## src/rtl/dmem_pkg.sv

```systemverilog
// Shared types and helpers for the data-memory responder.
package dmem_pkg;

   // Responder FSM states
   typedef enum logic [1:0] {
      IDLE = 2'd0,
      WAIT = 2'd1,
      DONE = 2'd2
   } state_t;

   // Byte-lane selects, little-endian: lane 0 is bits 7:0
   localparam logic [1:0] LANE0 = 2'd0;
   localparam logic [1:0] LANE1 = 2'd1;
   localparam logic [1:0] LANE2 = 2'd2;
   localparam logic [1:0] LANE3 = 2'd3;

   // Per-byte write enable for a store: one lane for sb, all lanes for sw
   function automatic logic [3:0] byte_wen(input logic savebyte, input logic [1:0] addr);
      logic [3:0] wen;
      wen = 4'hF;
      if (savebyte) begin
         case (addr)
            LANE0:   wen = 4'b0001;
            LANE1:   wen = 4'b0010;
            LANE2:   wen = 4'b0100;
            LANE3:   wen = 4'b1000;
            default: wen = 4'b0000;
         endcase
      end
      return wen;
   endfunction

   // Copy a store byte onto every lane so the enabled lane picks it up
   function automatic logic [31:0] rep_byte(input logic [7:0] b);
      return {4{b}};
   endfunction

endpackage

```

## src/rtl/dmem_array.sv

```systemverilog
// DEPTH x 32 data RAM: synchronous byte-enabled write, combinational read.
module dmem_array #(
   parameter int DEPTH = 64,
   parameter int AW    = $clog2(DEPTH)
) (
   input  logic          clk,
   input  logic [3:0]    we,
   input  logic [AW-1:0] waddr,
   input  logic [31:0]   wdata,
   input  logic [AW-1:0] raddr,
   output logic [31:0]   rdata
);

   logic [31:0] mem [DEPTH];

   // Byte-lane writes on the rising edge
   // NOTE: the RAM has no reset; contents must survive a core reset and a
   // reset loop over the whole array would prevent mapping onto a RAM macro.
   always_ff @(posedge clk) begin
      for (int i = 0; i < 4; i++) begin
         if (we[i]) begin
            mem[waddr][8*i +: 8] <= wdata[8*i +: 8];
         end
      end
   end

   assign rdata = mem[raddr];

endmodule

```

## src/rtl/dmem_responder.sv

```systemverilog
// MEM-stage data-memory responder: single-cycle stores, multi-cycle loads
// with a stall handshake, and a sticky error flag for protocol/alignment faults.
module dmem_responder
   import dmem_pkg::*;
#(
   parameter int DEPTH    = 64,
   parameter int READ_LAT = 2
) (
   input  logic        clk,
   input  logic        reset,
   input  logic        memread,
   input  logic        memwrite,
   input  logic        savebyte,
   input  logic [31:0] dataadr,
   input  logic [31:0] writedata,
   output logic [31:0] readdata,
   output logic        stall,
   output logic        err
);

   localparam int AW = $clog2(DEPTH);
   localparam int CW = $clog2(READ_LAT + 1);
   localparam logic [CW-1:0] CNT_INIT = CW'(READ_LAT - 1);
   localparam logic [CW-1:0] CNT_LAST = CW'(1);

   state_t        state, state_nx;
   logic [CW-1:0] cnt;
   logic [AW-1:0] idx, idx_q, raddr;
   logic [31:0]   rdata_arr;
   logic [3:0]    wen;
   logic [31:0]   wdata;
   logic          misalign;

   // Control strobes produced by the output process
   logic          mem_we;
   logic          rd_load;
   logic          cnt_load;
   logic          idx_load;
   logic          err_set;

   // Upper address bits are ignored: addresses wrap modulo 4*DEPTH
   logic          unused_addr;
   assign unused_addr = ^dataadr[31:AW+2];

   assign idx      = dataadr[AW+1:2];
   assign misalign = |dataadr[1:0];

   // State register
   // NOTE: sequential state uses non-blocking assignments so every flop
   // samples pre-edge values regardless of process evaluation order.
   always_ff @(posedge clk) begin
      if (reset) state <= IDLE;
      else       state <= state_nx;
   end

   // Next-state logic
   // NOTE: every always_comb output gets a default first so no path leaves
   // it unassigned and infers a latch.
   always_comb begin
      state_nx = state;
      case (state)
         IDLE: begin
            if (memread && !memwrite) state_nx = (READ_LAT == 1) ? DONE : WAIT;
         end
         WAIT: begin
            if (cnt == CNT_LAST) state_nx = DONE;
         end
         DONE:    state_nx = IDLE;
         default: state_nx = IDLE;
      endcase
   end

   // Outputs and datapath strobes; everything is quiet while reset is high
   always_comb begin
      stall    = 1'b0;
      mem_we   = 1'b0;
      rd_load  = 1'b0;
      cnt_load = 1'b0;
      idx_load = 1'b0;
      err_set  = 1'b0;
      if (!reset) begin
         case (state)
            IDLE: begin
               if (memwrite) begin
                  // A store always wins; a simultaneous read is dropped as a fault
                  mem_we  = 1'b1;
                  err_set = memread | (!savebyte & misalign);
               end else if (memread) begin
                  stall    = 1'b1;
                  idx_load = 1'b1;
                  err_set  = misalign;
                  if (READ_LAT == 1) rd_load  = 1'b1;
                  else               cnt_load = 1'b1;
               end
            end
            WAIT: begin
               stall = 1'b1;
               if (cnt == CNT_LAST) rd_load = 1'b1;
            end
            default: ;
         endcase
      end
   end

   // Read address: live index when the request arrives, latched index afterwards
   assign raddr = (state == IDLE) ? idx : idx_q;
   assign wen   = mem_we ? byte_wen(savebyte, dataadr[1:0]) : 4'h0;
   assign wdata = savebyte ? rep_byte(writedata[7:0]) : writedata;

   // Load result, latency counter and sticky error flag
   always_ff @(posedge clk) begin
      if (reset) begin
         readdata <= 32'h0;
         cnt      <= '0;
         err      <= 1'b0;
      end else begin
         if (cnt_load)           cnt <= CNT_INIT;
         else if (state == WAIT) cnt <= cnt - CNT_LAST;
         if (rd_load)  readdata <= rdata_arr;
         if (err_set)  err      <= 1'b1;
      end
   end

   // Word index captured at request time; only meaningful during a load
   always_ff @(posedge clk) begin
      if (idx_load) idx_q <= idx;
   end

   dmem_array #(
      .DEPTH (DEPTH),
      .AW    (AW)
   ) u_array (
      .clk   (clk),
      .we    (wen),
      .waddr (idx),
      .wdata (wdata),
      .raddr (raddr),
      .rdata (rdata_arr)
   );

endmodule

```

## config.mk

```make
export PLATFORM = sky130hd
export DESIGN_NAME = dmem_responder
export DESIGN_NICKNAME = d
export VERILOG_FILES = /design/src/rtl/dmem_pkg.sv /design/src/rtl/dmem_array.sv /design/src/rtl/dmem_responder.sv
export SDC_FILE = /design/constraint.sdc
export NUM_CORES = 2
export LEC_CHECK = 0
export CAP_MARGIN = 40
export CORE_UTILIZATION = 50
export CTS_CLUSTER_SIZE = 8
export DETAILED_ROUTE_END_ITERATION = 6
export GPL_TIMING_DRIVEN = 0
export PLACE_DENSITY_LB_ADDON = 0.1
export SYNTH_ARGS = -nofsm -noshare
export SYNTH_HDL_FRONTEND = slang
export SYNTH_SLANG_ARGS = --single-unit
```

## constraint.sdc

```tcl
create_clock -name clk -period 8.9 [get_ports clk]
set_input_delay 1.78 -clock clk [delete_from_list [all_inputs] [get_ports clk]]
set_output_delay 1.78 -clock clk [all_outputs]
set_load 0.05 [all_outputs]
```

==> impl_metrics.json <==
{
  "status": "finished, violations left",
  "violations": "DRC",
  "leakagePower_nw": 33.6,
  "numCtsBuffers": 311,
  "place_hpwl_um": 262000,
  "antenna_found_initial": 33,
  "clock_sinks": 2091,
  "synth_edf_count": 2054,
  "initial_core_util_pct": 50.4,
  "cts_hold_buf": 0,
  "drtPass1Iterations": 7,
  "syn_area_um2": 82100,
  "placed_cells": 7894,
  "max-cap-violations": 0,
  "syn2layout_area_growth_pct": 19.9,
  "met3_usage_pct": 21.3,
  "route.detailed.drc": 57,
  "hold_path_class": "reg2reg",
  "fin_crit_sh_pct": 73.8,
  "rsz0062_at_grt": "no",
  "async_flop_share_pct": 0,
  "final_cells": 8368,
  "dieWidth_um": 407,
  "grt_max_degree": 47,
  "avgSynthCellArea_um2": 15.6,
  "grt_pass1_wl_um": 483000,
  "holdWs_ps": 475,
  "yosys-top-cells-count": "edfxtp_1 (2,054), nand2_1 (928), nor2_1 (433)",
  "yosysWarnings": 0,
  "nNetsFinal": 6108,
  "post-place-ws_ps": 1680,
  "coreArea_um2": 163000,
  "wl_um": 375000,
  "grt_use_met1_pct": 56.8,
  "io_pins": 103,
  "drv_slew": 0,
  "fillers": 12400,
  "power.density_nw_per_um2": 245,
  "multi_input_area_um2": 18100,
  "yosys_most_used_dff": "edfxtp_1",
  "finalClockSkew_ps": 56.4,
  "synth_area_leaders": "edfxtp_1 (75%), nand2_1 (4.2%), mux4_2 (3.8%)",
  "rows": 148,
  "hold_viol": 0,
  "dr_total_vias": 59300,
  "setup_viol": 0,
  "drtIter0Drc": 13100,
  "wire_per_inst_um": 44.8,
  "slew_headroom_pct": 24.9,
  "vias_per_cell": 7.08,
  "critical_path_class": "in2reg",
  "worst_pin_slew_ps": 1130,
  "cts_tree": "built",
  "htree_levels": 5,
  "clk-insertion-delay-late_ps": 970,
  "syn_nets": 5340,
  "cp-end-kind": "register",
  "cts-root-buf": "clkbuf_16",
  "die_y_um": 407,
  "grt_pass1_vias": 53400,
  "path_max_fanout": 10,
  "drive_above_1_share_pct": 18.3,
  "ctsResizeCount": 0,
  "port_buffers": 76,
  "met2_usage_pct": 59.4,
  "clockBufferDepth": 4,
  "worstPathArrival_ps": 7410,
  "dieArea_um2": 166000,
  "yosysMostFrequentCell": "edfxtp_1",
  "grt.busiest_layer": "met2",
  "ys_types": 76,
  "ys_seq_area_share_pct": 76.0,
  "place_congestion": 1.11,
  "syn-instance-count": 5270,
  "yosysTopAreaCellShare_pct": 75.1,
  "clkTransAtPathRegs_ps": 50,
  "synth_top_area_cell": "edfxtp_1",
  "required_ps": 9740,
  "track_usage_pct": 44.6,
  "setup_slack_ps": 2330,
  "peakVddDrop_mv": 0.235,
  "synth-seq-cells": 2091,
  "ant_nets": 0,
  "grt_overflow": 0,
  "start_kind": "primary input",
  "min_period_ps": 6570,
  "regArea_um2": 62400,
  "fmax_mhz": 152,
  "reg2reg_slack_ps": 3350,
  "cts_setup_buffers": 0
}
## through the flow
stage | cell area, um2 | power (mW) | TNS, ps | utilization (%)
6_report | 98500 | 24.1 | 0 | 60.5
5_1_grt | 98400 | 24.3 | 0 | 60.4
3_3_place_gp | 85600 | 13.4 | -428520 | 52.5
3_5_place_dp | 90000 | 13.5 | 0 | 55.2
2_1_floorplan | 82100 | 12.1 | 0 | -
4_1_cts | 98400 | 23.8 | 0 | 60.4
## cells by family (layout without fill, tap and decap cells)
logic type | after synthesis | after routing | synth area share [%]
compound gates | 550 | 550 | 4.76
fa+ha+maj | 1 | 1 | 0.0152
buf+inv | 360 | 1243 | 2.36
flops | 2091 | 2091 | 76.0
mux | 415 | 415 | 7.21
other cells | 0 | 40 | 0
simple gates | 1853 | 1853 | 9.67
## worst max-delay path: stages
cell and delay (ps):
clkdlybuf4s50_1 500, buf_4 230, or3b_1 360, buf_2 280, nand2_4 250, buf_4 440
buf_2 750, buf_2 570, mux4_2 410, a21oi_1 760, nand4_1 590, or2_1 390
## cell usage in the layout (no fill, tap or decap), types with 40 or more instances in the layout
cell type,n
edfxtp_1,2054
nand2_1,928
nor2_1,430
clkbuf_16,316
mux2i_1,267
nand3_1,265
buf_4,259
clkbuf_1,202
mux4_2,140
buf_2,128
nand4_1,123
a32oi_1,114
buf_6,98
o21ai_0,93
clkdlybuf4s50_1,68
a31oi_1,61
a21oi_1,56
buf_8,54
diode_2,40
## area by class of cell
class | count | area share (%)
flip-flops and latches | 2091 | 63.4
multi-input cells | 2819 | 18.4
well taps | 2175 | 2.76
clock buffers | 419 | 8.42
repair buffers | 455 | 4.91
clock inverters | 9 | 0.0787
inverters | 32 | 0.122
diodes | 40 | 0.102
plain buffers | 328 | 1.87
## registers in the layout, summed over array words and instances, names as in the netlist
register / count
u_array.mem: 2048
err: 1
readdata: 32
cnt: 2
idx_q: 6
state: 2
## power by group
| part | internal (mW) | switching [mW] | leakage [nW] | total, mW |
|---|---|---|---|---|
| registers | 10.9 | 0.0164 | 18.8 | 10.9 |
| logic | 0.619 | 2.02 | 10.7 | 2.64 |
| clock network | 6.38 | 4.18 | 4.06 | 10.6 |
## worst paths after layout
path                    from           to  cells past startpoint
setup / recovery  dataadr[3]  readdata[1]                     12
hold / removal        cnt[0]       cnt[0]                      1
setup reg to reg    state[1]  readdata[1]                     10
hold reg to reg       cnt[0]       cnt[0]                      1
## metal layers
metal / wire length [um] / share of wire [%]
met1: 127000 / 34
met2: 149000 / 40
met3: 65600 / 17
met4: 32600 / 8.7
met5: 412 / 0.11
Note: power is estimated with default switching activity, not from simulation.
